--- src/rtl/hazard_ctrl_pkg.sv ---
`default_nettype none
// +-----------------------------------------------------------------+
// | hazard_ctrl_pkg : shared types for the pipeline hazard sequencer |
// | Rev 1.0                                                          |
// +-----------------------------------------------------------------+
package hazard_ctrl_pkg;

  typedef enum logic [2:0] {
    HZ_RUN        = 3'd0,
    HZ_LU_BUBBLE  = 3'd1,
    HZ_MEM_WAIT   = 3'd2,
    HZ_REDIRECT   = 3'd3,
    HZ_TRAP_DRAIN = 3'd4
  } hz_state_e;

  typedef enum logic [1:0] {
    PC_SEL_SEQ  = 2'd0,
    PC_SEL_EX   = 2'd1,
    PC_SEL_TRAP = 2'd2,
    PC_SEL_MEPC = 2'd3
  } pc_sel_e;

  // Minimum bit width able to hold values 0..v (never narrower than 1).
  function automatic int unsigned cnt_bits(input int unsigned v);
    return (v < 2) ? 1 : $clog2(v + 1);
  endfunction

endpackage
`default_nettype wire

--- src/rtl/hazard_detect.sv ---
`default_nettype none
// +-----------------------------------------------------------------+
// | hazard_detect : combinational load-use compare ID vs EX          |
// | Rev 1.0                                                          |
// +-----------------------------------------------------------------+
module hazard_detect (
  input  logic [4:0] i_id_rs1,
  input  logic [4:0] i_id_rs2,
  input  logic       i_uses_rs1,
  input  logic       i_uses_rs2,
  input  logic [4:0] i_ex_rd,
  input  logic       i_ex_load,
  output logic       o_load_use
);

  logic w_rs1_hit;
  logic w_rs2_hit;

  assign w_rs1_hit  = i_uses_rs1 && (i_id_rs1 == i_ex_rd);
  assign w_rs2_hit  = i_uses_rs2 && (i_id_rs2 == i_ex_rd);
  // x0 is hardwired to zero, so a load targeting it never creates a dependency.
  assign o_load_use = i_ex_load && (i_ex_rd != 5'd0) && (w_rs1_hit || w_rs2_hit);

endmodule
`default_nettype wire

--- src/rtl/hazard_ctrl.sv ---
`default_nettype none
// +-----------------------------------------------------------------+
// | hazard_ctrl : stall/flush/PC-select sequencer for the 5-stage core|
// | Rev 1.0                                                          |
// +-----------------------------------------------------------------+
module hazard_ctrl
  import hazard_ctrl_pkg::*;
#(
  parameter int unsigned MEM_TIMEOUT = 255,
  parameter int unsigned TRAP_DRAIN  = 2,
  parameter int unsigned CNT_WIDTH   = 32
) (
  input  logic                 clk,
  input  logic                 rst,
  input  logic [4:0]           id_rs1_add_i,
  input  logic [4:0]           id_rs2_add_i,
  input  logic                 id_uses_rs1_i,
  input  logic                 id_uses_rs2_i,
  input  logic [4:0]           ex_rd_add_i,
  input  logic                 ex_mem_rd_i,
  input  logic                 ex_redirect_i,
  input  logic                 ex_trap_i,
  input  logic                 ex_mret_i,
  input  logic                 dmem_req_i,
  input  logic                 dmem_rvalid_i,
  output logic                 stall_if_o,
  output logic                 stall_id_o,
  output logic                 flush_id_o,
  output logic                 flush_ex_o,
  output logic [1:0]           pc_sel_o,
  output logic [2:0]           state_o,
  output logic [CNT_WIDTH-1:0] stall_cnt_o,
  output logic                 bus_err_o
);

  localparam int unsigned c_tmo_w = cnt_bits(MEM_TIMEOUT);
  localparam int unsigned c_drn_w = cnt_bits(TRAP_DRAIN);
  localparam logic [c_tmo_w-1:0] c_tmo_last  = c_tmo_w'(MEM_TIMEOUT - 1);
  localparam logic [c_drn_w-1:0] c_drain_init = c_drn_w'((TRAP_DRAIN > 1) ? (TRAP_DRAIN - 1) : 0);

  hz_state_e            r_state;
  hz_state_e            w_next;
  logic [c_tmo_w-1:0]   r_tmo;
  logic [c_tmo_w-1:0]   w_tmo_nxt;
  logic [c_drn_w-1:0]   r_drain;
  logic [c_drn_w-1:0]   w_drain_nxt;
  logic [CNT_WIDTH-1:0] r_cnt;
  logic                 r_bus_err;
  logic                 w_bus_err_set;
  logic                 w_load_use;
  logic                 w_trap_any;
  logic                 w_mem_wait;
  logic                 w_stall;
  logic                 w_flush_id;
  logic                 w_flush_ex;
  pc_sel_e              w_pc_sel;

  hazard_detect u_detect (
    .i_id_rs1   (id_rs1_add_i),
    .i_id_rs2   (id_rs2_add_i),
    .i_uses_rs1 (id_uses_rs1_i),
    .i_uses_rs2 (id_uses_rs2_i),
    .i_ex_rd    (ex_rd_add_i),
    .i_ex_load  (ex_mem_rd_i),
    .o_load_use (w_load_use)
  );

  assign w_trap_any = ex_trap_i || ex_mret_i;
  assign w_mem_wait = dmem_req_i && !dmem_rvalid_i;

  always_comb begin
    w_next        = r_state;
    w_tmo_nxt     = r_tmo;
    w_drain_nxt   = r_drain;
    w_bus_err_set = 1'b0;
    w_stall       = 1'b0;
    w_flush_id    = 1'b0;
    w_flush_ex    = 1'b0;
    w_pc_sel      = PC_SEL_SEQ;
    case (r_state)
      // The bubble cycle still sees traps, redirects and the load's own
      // memory access; only a repeated load-use stall is suppressed.
      HZ_RUN, HZ_LU_BUBBLE: begin
        w_next = HZ_RUN;
        if (w_trap_any) begin
          w_pc_sel    = ex_trap_i ? PC_SEL_TRAP : PC_SEL_MEPC;
          w_flush_id  = 1'b1;
          w_flush_ex  = 1'b1;
          w_drain_nxt = c_drain_init;
          w_next      = HZ_TRAP_DRAIN;
        end else if (ex_redirect_i) begin
          w_pc_sel   = PC_SEL_EX;
          w_flush_id = 1'b1;
          w_flush_ex = 1'b1;
          w_next     = HZ_REDIRECT;
        end else if (w_mem_wait) begin
          w_stall   = 1'b1;
          w_tmo_nxt = '0;
          w_next    = HZ_MEM_WAIT;
        end else if (w_load_use && (r_state == HZ_RUN)) begin
          w_stall = 1'b1;
          w_next  = HZ_LU_BUBBLE;
        end
      end
      HZ_MEM_WAIT: begin
        if (dmem_rvalid_i) begin
          w_next = HZ_RUN;
        end else begin
          w_stall = 1'b1;
          if (r_tmo == c_tmo_last) begin
            w_bus_err_set = 1'b1;
            w_next        = HZ_RUN;
          end else begin
            w_tmo_nxt = r_tmo + 1'b1;
          end
        end
      end
      HZ_REDIRECT: begin
        w_flush_id = 1'b1;
        w_next     = HZ_RUN;
        if (w_trap_any) begin
          w_pc_sel    = ex_trap_i ? PC_SEL_TRAP : PC_SEL_MEPC;
          w_flush_ex  = 1'b1;
          w_drain_nxt = c_drain_init;
          w_next      = HZ_TRAP_DRAIN;
        end
      end
      HZ_TRAP_DRAIN: begin
        w_flush_id = 1'b1;
        w_flush_ex = 1'b1;
        if (r_drain == '0) begin
          w_next = HZ_RUN;
        end else begin
          w_drain_nxt = r_drain - 1'b1;
        end
      end
      default: w_next = HZ_RUN;
    endcase
  end

  always_ff @(posedge clk or posedge rst) begin
    if (rst) begin
      r_state   <= HZ_RUN;
      r_tmo     <= '0;
      r_drain   <= '0;
      r_cnt     <= '0;
      r_bus_err <= 1'b0;
    end else begin
      r_state <= w_next;
      r_tmo   <= w_tmo_nxt;
      r_drain <= w_drain_nxt;
      if (w_stall && (r_cnt != '1)) begin
        r_cnt <= r_cnt + 1'b1;
      end
      if (w_bus_err_set) begin
        r_bus_err <= 1'b1;
      end
    end
  end

  // Outputs are forced quiet while reset is held, independent of inputs.
  assign stall_if_o  = !rst && w_stall;
  assign stall_id_o  = !rst && w_stall;
  assign flush_id_o  = !rst && w_flush_id;
  assign flush_ex_o  = !rst && w_flush_ex;
  assign pc_sel_o    = rst ? 2'd0 : w_pc_sel;
  assign state_o     = r_state;
  assign stall_cnt_o = r_cnt;
  assign bus_err_o   = r_bus_err;

endmodule
`default_nettype wire

--- config.mk ---
export PLATFORM = sky130hd
export DESIGN_NAME = hazard_ctrl
export DESIGN_NICKNAME = d
export VERILOG_FILES = /design/src/rtl/hazard_ctrl_pkg.sv /design/src/rtl/hazard_detect.sv /design/src/rtl/hazard_ctrl.sv
export SDC_FILE = /design/constraint.sdc
export NUM_CORES = 1
export LEC_CHECK = 0
export BUFFER_PORTS_ARGS = -buffer_cell sky130_fd_sc_hd__buf_2
export CORE_MARGIN = 2
export CORE_UTILIZATION = 50
export CTS_BUF_LIST = sky130_fd_sc_hd__clkbuf_2
export DETAILED_ROUTE_END_ITERATION = 12
export PLACE_DENSITY_LB_ADDON = 0.05
export SLEW_MARGIN = 5
export SYNTH_ARGS = -nofsm -noshare
export SYNTH_HDL_FRONTEND = slang
export SYNTH_HIERARCHICAL = 1
export SYNTH_SLANG_ARGS = --single-unit
--- constraint.sdc ---
create_clock -name clk -period 5.2 [get_ports clk]
set_input_delay 1.56 -clock clk [delete_from_list [all_inputs] [get_ports clk]]
set_output_delay 1.56 -clock clk [all_outputs]
set_load 0.02 [all_outputs]
==> results.ini, run 1 <==
[global_routing]
overflow = 0
grt_pass1_wl_um = 9450
grt_max_degree = 47
grt_pass1_vias = 1984
antenna_found_initial = 0
grt_use_total = 0.194

[worst_hold_path]
hp-class = reg -> reg
worstHoldPathCells = 2
min-delay-start = bus_err_o

[pwr]
clock_power_share = 0.190
p_total_uw = 762
max-vdd-ir-drop_mv = 0.188
seqPwrFrac = 0.560
power_frac_comb = 0.250
pwr_density_cell_nw_per_um2 = 241
internal_power_uw = 497
p_sw_frac = 0.347
power.leakage_nw = 1.57
switchingPower_uw = 265

[critical_path]
cp-start-kind = primary input
crit_top_cell = buf_2
worstSetupPathType = in -> out
r2r-start = stall_cnt_o[18]
crit_arrival_ns = 3.28
path_cells = buf_2 > xor2_1 > nor4_2 > nand3_1 > a21oi_1 > nand2b_1 > a211oi_4 > nor2_2 > nor2_1 > buf_2
crit_required_ns = 3.64
crit_path_start = ex_rd_add_i[0]
crit_fanout = 3
reg2reg_depth = 5
critPathSlowestCell = a211oi_4
critPathCaptureType = output pin
slowest_delay_ns = 0.32

[final_layout]
syn2layout_area_growth_pct = 14.1
final_cell_mix = 66 x buf_2, 46 x dfrtp_1, 33 x xor2_1
n_antenna_cell = 0
fill_cells = 518
utilization = 0.580
drive_above_1_share = 0.314
nNetsFinal = 373
final_common_cell = buf_2

[timing]
worst_pin_slew_ns = 0.891
fmax_mhz = 206
tns_ns = 0
skew_ns = 0.0289
max_slew_margin = 0.406
min_period_over_period = 0.931
setup_slack_ns = 0.357
maxSlewViolCount = 0
rsz0062_at_grt = false
finalHoldViolCount = 0
min_period_ns = 4.84
setup_viol = 0

[die]
die_h_um = 78.4
boundaryPins = 67
fp.dieW_um = 78.4
start_util = 0.508
rows = 27
coreArea_um2 = 5440
die-area_um2 = 6140

[synthesis]
async_flop_share = 1.00
syn_area_per_cell_um2 = 9.88
ys.flop_type = dfrtp_1
synth_edf_count = 0
synthesis.area_um2 = 2770
ys_top_cells_by_area = dfrtp_1 42%, xor2_1 10%, nor3_2 5.4%, nand2_1 3.8%, nor2_1 3.5%
syn_nets = 309
ys_seq_area_frac = 0.416
ys_seq_elements = 46
yosysWarningCount = 6
yosysUniqueCellTypes = 49
syn-instance-count = 280
synth_top_area_frac = 0.416
yosysTopAreaCell = dfrtp_1

[clock_tree]
post_cts_buffers = 0
cts_tree = done
htreeDepth = 2
cts_resized = 0
clock_latency_ns = 0.41
cts_buffer_depth = 2
cts_buffers = 5
clkTransAtPathRegs_ns = 0.22
cts.sinks = 46
cts-root-buf = clkbuf_2
postCtsHoldBufs = 0

[place]
pre_cts_ws_ns = 0.351
dp_hpwl_um = 4150
gp_congestion = 0.743
io_buffers = 66

[drt]
post-route-drc-count = 0
wl_per_cell_um = 13.4
ant_nets = 0
drtIter0Drc = 112
avgViaCountPerCell = 5.33
firstDrtPassIters = 4
postRouteWirelength_um = 5590
vias = 2219

[outcome]
outcome = completed

[run]
maxCapViolCount = 0

==> power groups by stage <==
stage	Sequential (mW)	Clock [mW]	Combinational, mW
3_5_place_dp	0.434	0	0.193
2_1_floorplan	0.436	0	0.137
3_3_place_gp	0.434	0	0.191
6_report	0.427	0.145	0.190
5_1_grt	0.435	0.165	0.214
4_1_cts	0.427	0.154	0.194
==> through the flow <==
stage          cells  area [um^2]  hold WS (ns)
2_1_floorplan    280         2770         0.445
3_3_place_gp     409         3120         0.454
3_5_place_dp     409         3120         0.458
4_1_cts          416         3160         0.507
5_1_grt          416         3160         0.533
6_report         416         3160         0.495
==> area by class of cell <==
type | count | area, um^2 | area share
Tap cell | 72 | 90.1 | 0.0285
Sequential cell | 46 | 1150 | 0.365
Inverter | 10 | 37.5 | 0.0119
Clock inverter | 1 | 7.51 | 0.00238
Clock buffer | 6 | 30.0 | 0.00952
Timing Repair Buffer | 68 | 345 | 0.109
Multi-Input combinational cell | 213 | 1490 | 0.473
==> flip-flops by register name (all words and copies together), names as in the netlist <==
signal	flops
bus_err_o	1
r_drain	2
r_tmo	8
stall_cnt_o	32
state_o	3
==> synth_stat cells (5+ instances only) <==
master and instances:
nand2_1 28, nand2b_1 5, o21ai_0 11, xnor2_1 5
nand4_1 9, dfrtp_1 46, xor2_1 33, nor3_1 8
nor3_2 15, nor2_1 26, inv_1 10, nand3_1 16
==> critical path, delay by kind of cell <==
family | cells | cell delay [ns]
XOR/XNOR | 1 | 0.16
AND/OR/NAND/NOR | 5 | 0.72
buffers and inverters | 2 | 0.31
AO/OA/AOI/OAI | 2 | 0.53
==> kinds of logic after synthesis <==
| family | synth area share |
|---|---|
| adder cells (fa/ha/maj) | 0.0181 |
| XOR/XNOR | 0.120 |
| flip-flops | 0.416 |
| AND/OR/NAND/NOR | 0.290 |
| AO/OA/AOI/OAI | 0.0878 |
| buffers and inverters | 0.0434 |
| multiplexers | 0.0235 |
==> layer usage <==
| layer | global-route usage | part of all wire | wire length, um | vias up |
|---|---|---|---|---|
| met5 | 0 | 0 | 0 | - |
| met4 | 0.0649 | 0.014 | 80 | 0 |
| met3 | 0.0402 | 0.045 | 252 | 8 |
| met2 | 0.297 | 0.47 | 2640 | 49 |
| met1 | 0.274 | 0.47 | 2620 | 1050 |
| li1 | - | - | - | 1112 |
==> worst paths after layout <==
check | endpoint | slack [ns]
min reg2reg | bus_err_o | 0.49
min in group asynchronous | stall_cnt_o[25] | 1.30
min | bus_err_o | 0.49
max in group asynchronous | stall_cnt_o[2] | 3.47
max | stall_if_o | 0.36
max reg2reg | stall_cnt_o[1] | 2.53
(Power assumes the default switching activity.)
==> run 2: changes to the inputs <==
==> constraint.sdc (replaced) <==
create_clock -name clk -period 4 [get_ports clk]
set_input_delay 1.2 -clock clk [delete_from_list [all_inputs] [get_ports clk]]
set_output_delay 1.2 -clock clk [all_outputs]
set_load 0.02 [all_outputs]
==> results.ini, run 2 (synthesis gave the netlist of run 1 again) <==
[outcome]
outcome = completed

[drt]
post-route-drc-count = 0
wl_per_cell_um = 13.4
postRouteWirelength_um = 5730
ant_nets = 0
vias = 2234
firstDrtPassIters = 5
drtIter0Drc = 128
avgViaCountPerCell = 5.24

[place]
io_buffers = 66
gp_congestion = 0.825
postPlaceCellArea_um2 = 3170
dp_hpwl_um = 4210
dpl.cell_count = 415

[final_layout]
final_common_cell = buf_2
utilization = 0.610
fill_cells = 495
largest_reg_flops = 32
nNetsFinal = 382
final_cell_mix = 62 x buf_2, 46 x dfrtp_1, 33 x xor2_1
syn2layout_area_growth_pct = 20.0
regArea_um2 = 1150
post-route-cell-area_um2 = 3320
n_antenna_cell = 0
drive_above_1_share = 0.336
multi_input_area_um2 = 1510
fin_cells = 426

[timing]
skew_ns = 0.0227
maxSlewViolCount = 0
setup_viol = 0
tns_ns = 0
fmax_mhz = 251
finalHoldViolCount = 0
rsz0062_at_grt = true
min_period_over_period = 0.996
min_period_ns = 3.98
max_slew_margin = 0.510
worst_pin_slew_ns = 0.729

[clock_tree]
cts_buffers = 5
postCtsHoldBufs = 0
htreeDepth = 2
cts-root-buf = clkbuf_2
cts_tree = done
cts.sinks = 46
clock_latency_ns = 0.42
clkTransAtPathRegs_ns = 0.22
cts_buffer_depth = 2

[die]
coreArea_um2 = 5440
start_util = 0.508
die-area_um2 = 6140
rows = 27
die_h_um = 78.4
fp.dieW_um = 78.4
boundaryPins = 67

[critical_path]
crit_required_ns = 2.80
crit_fanout = 2
worstSetupPathType = in -> out
crit_arrival_ns = 2.78
critPathCaptureType = output pin
cp-start-kind = primary input

[global_routing]
grt_use_total = 0.196
grt_max_degree = 47
overflow = 0
grt_pass1_vias = 2122
antenna_found_initial = 0
grt_pass1_wl_um = 9680

[run]
maxCapViolCount = 0

[pwr]
pwr_density_cell_nw_per_um2 = 342
max-vdd-ir-drop_mv = 0.232
power.leakage_nw = 1.64
p_total_mw = 1.13

[worst_hold_path]
hp-class = reg -> reg

run 2: changes by cell type in the layout (fill, tap and decap cells not counted), sizes merged:
| cell | change |
|---|---|
| clkinv | +1 |
| clkbuf | -1 |
| inv | -1 |
| bufinv | +2 |
| buf | +9 |
run 2: per-stage QoR:
| step | worst slack (ns) | hold slack, ns |
|---|---|---|
| after floorplan | -0.0599 | 0.445 |
| after global routing | -0.0840 | 0.528 |
| after detailed placement | -0.0979 | 0.458 |
| after CTS | 0.00250 | 0.509 |
| final | 0.0155 | 0.494 |
| after global placement | -0.0664 | 0.458 |
run 2: final cells by class:
type / instances / area share
Timing Repair Buffer: 77 / 0.132
Clock inverter: 3 / 0.0192
Sequential cell: 46 / 0.347
Multi-Input combinational cell: 213 / 0.455
Inverter: 10 / 0.0124
Clock buffer: 5 / 0.00754
Tap cell: 72 / 0.0271
run 2: per-layer routing:
layer / track usage / routed length (um) / up-vias
met5: 0 / 0 / -
met4: 0.0561 / 50 / 0
met3: 0.0356 / 191 / 5
met2: 0.324 / 2770 / 49
met1: 0.263 / 2720 / 1053
li1: - / - / 1127
run 2: path summary, 6_finish.rpt:
path	slack, ns	cells after the start	start	endpoint
setup / recovery	0.02	10	ex_rd_add_i[0]	stall_if_o
hold / removal	0.49	2	bus_err_o	bus_err_o
setup reg to reg	1.44	6	stall_cnt_o[18]	stall_cnt_o[25]
hold reg to reg	0.49	2	bus_err_o	bus_err_o
max in group asynchronous	2.62	3	rst	stall_cnt_o[30]
min in group asynchronous	0.97	3	rst	stall_cnt_o[29]
run 2: what timing repair did:
item,CTS,global route
pin swaps,4,3
endpoints found under the setup margin,2,2
gates resized for setup,3,7
setup buffers,2,1
run 2: worst max-delay path, cell delays in order:
cell and delay (ns):
buf_2 0.11, xor2_1 0.16, nor4_2 0.28, nand3_1 0.13, a21oi_2 0.20, nand2b_1 0.13
a211oi_4 0.27, nor2_4 0.06, nor2_4 0.11, buf_4 0.15
run 2: where the power goes:
part	switching [mW]	internal, mW	total (mW)	leakage [nW]
registers	0.0563	0.501	0.557	0.608
logic	0.147	0.110	0.257	0.983
clock network	0.154	0.166	0.320	0.0506
total	0.357	0.777	1.13	1.64
==> run 3: changes to the inputs <==
==> constraint.sdc (replaced) <==
create_clock -name clk -period 3.3 [get_ports clk]
set_input_delay 0.99 -clock clk [delete_from_list [all_inputs] [get_ports clk]]
set_output_delay 0.99 -clock clk [all_outputs]
set_load 0.02 [all_outputs]
==> results.ini, run 3 (synthesis gave the netlist of run 1 again) <==
[drt]
firstDrtPassIters = 4
wl_per_cell_um = 13.4
postRouteWirelength_um = 5740
post-route-drc-count = 0
drtIter0Drc = 88
ant_nets = 0
avgViaCountPerCell = 5.24
vias = 2250

[clock_tree]
htreeDepth = 2
cts_buffer_depth = 2
cts-root-buf = clkbuf_2
clkTransAtPathRegs_ns = 0.22
cts.sinks = 46
cts_tree = done
clock_latency_ns = 0.40
postCtsHoldBufs = 0
cts_buffers = 5

[final_layout]
fill_cells = 476
drive_above_1_share = 0.345
final_cell_mix = 60 x buf_2, 46 x dfrtp_1, 33 x xor2_1
n_antenna_cell = 0
nNetsFinal = 385
largest_reg_flops = 32
final_common_cell = buf_2
syn2layout_area_growth_pct = 20.1
post-route-cell-area_um2 = 3320

[pwr]
pwr_density_cell_nw_per_um2 = 393
power.leakage_nw = 1.65
max-vdd-ir-drop_mv = 0.291

[global_routing]
grt_use_total = 0.207
grt_pass1_wl_um = 10100
grt_pass1_vias = 2171
grt_max_degree = 47
overflow = 0
antenna_found_initial = 0

[place]
pre_cts_ws_ns = -0.283
postPlaceCellArea_um2 = 3200
dp_hpwl_um = 4270
gp_congestion = 0.765
io_buffers = 66

[critical_path]
critPathSlowestCell = nor4_1
slowest_delay_ns = 0.29
rr_endpoint = stall_cnt_o[1]
path_delay_family = simple AND/OR/NAND/NOR gates
cp-start-kind = primary input
r2r_slack_ns = 0.98
path_cells = buf_6 > xor2_1 > nor4_1 > nand3_1 > a21oi_2 > nand2b_1 > a211oi_4 > nor2_2 > nor2_4 > buf_4
crit_required_ns = 2.31
critPathCaptureType = output pin
crit_arrival_ns = 2.51
crit_path_start = ex_rd_add_i[3]
crit_fanout = 3
worst-path-stages = 10
r2r-start = stall_cnt_o[18]
reg2reg_depth = 5
path_buf_inv = 2
worstSetupPathType = in -> out
cp-endpoint = stall_if_o

[die]
coreArea_um2 = 5440
fp.dieW_um = 78.4
boundaryPins = 67
die-area_um2 = 6140
start_util = 0.508
die_h_um = 78.4
rows = 27

[outcome]
violations = negative setup slack
outcome = finished with violations

[timing]
maxSlewViolCount = 0
rsz0062_at_grt = true
finalHoldViolCount = 0
setup_slack_ns = -0.196
skew_ns = 0.0172
fmax_mhz = 286
tns_ns = -0.367
min_period_over_period = 1.06
whs_ns = 0.500
worst_pin_slew_ns = 0.742
max_slew_margin = 0.501
setup_viol = 2
min_period_ns = 3.50

[worst_hold_path]
min-delay-start = r_tmo[7]
hp-class = reg -> reg

[run]
maxCapViolCount = 0

-- run 3: cell types whose count changed in the layout (fill, tap and decap cells not counted), sizes merged --
cell	previous run	this run
clkbuf	5	7
bufinv	2	1
buf	77	80
clkinv	1	0
-- run 3: through the flow --
| step | instances | utilization | power, mW |
|---|---|---|---|
| CTS | 429 | 0.611 | 1.32 |
| global placement | 419 | 0.589 | 0.992 |
| floorplan | 280 | - | 0.905 |
| finish | 429 | 0.611 | 1.30 |
| global route | 429 | 0.611 | 1.39 |
| detailed placement | 419 | 0.589 | 1.00 |
-- run 3: worst min-delay path by stage --
| stage | endpoint | slack (ns) | depth (start not counted) |
|---|---|---|---|
| floorplan | r_tmo[7] | 0.44 | 1 |
| global placement | bus_err_o | 0.44 | 2 |
| detailed placement | r_tmo[7] | 0.47 | 1 |
| CTS | r_tmo[7] | 0.50 | 1 |
| global route | stall_cnt_o[10] | 0.53 | 1 |
| finish | r_tmo[7] | 0.50 | 1 |
-- run 3: cell type report --
| cell class | instances | area (um^2) | share of cell area |
|---|---|---|---|
| timing repair buffer | 80 | 469 | 0.141 |
| tap | 72 | 90.1 | 0.0271 |
| sequential | 46 | 1150 | 0.347 |
| inverter | 10 | 41.3 | 0.0124 |
| clock buffer | 7 | 35.0 | 0.0105 |
| clock inverter | 1 | 30.0 | 0.00904 |
| multi-input combinational | 213 | 1510 | 0.453 |
-- run 3: timing repair --
item	CTS	global route
setup buffers	2	0
resized for setup	10	0
endpoints found under the setup margin	2	2
pin swaps	6	0
-- run 3: layer usage --
metal | up-vias | global-route usage | part of all wire
li1 | 1129 | - | -
met1 | 1056 | 0.268 | 0.47
met2 | 60 | 0.354 | 0.48
met3 | 5 | 0.0414 | 0.046
met4 | 0 | 0.0544 | 0.0085
met5 | - | 0 | 0
-- run 3: where the power goes --
| part | switching (mW) | total (mW) | leakage [nW] | internal (mW) |
|---|---|---|---|---|
| clock | 0.178 | 0.313 | 0.0432 | 0.135 |
| sequential | 0.0685 | 0.676 | 0.608 | 0.607 |
| combinational | 0.181 | 0.317 | 0.999 | 0.136 |
| total | 0.427 | 1.30 | 1.65 | 0.878 |
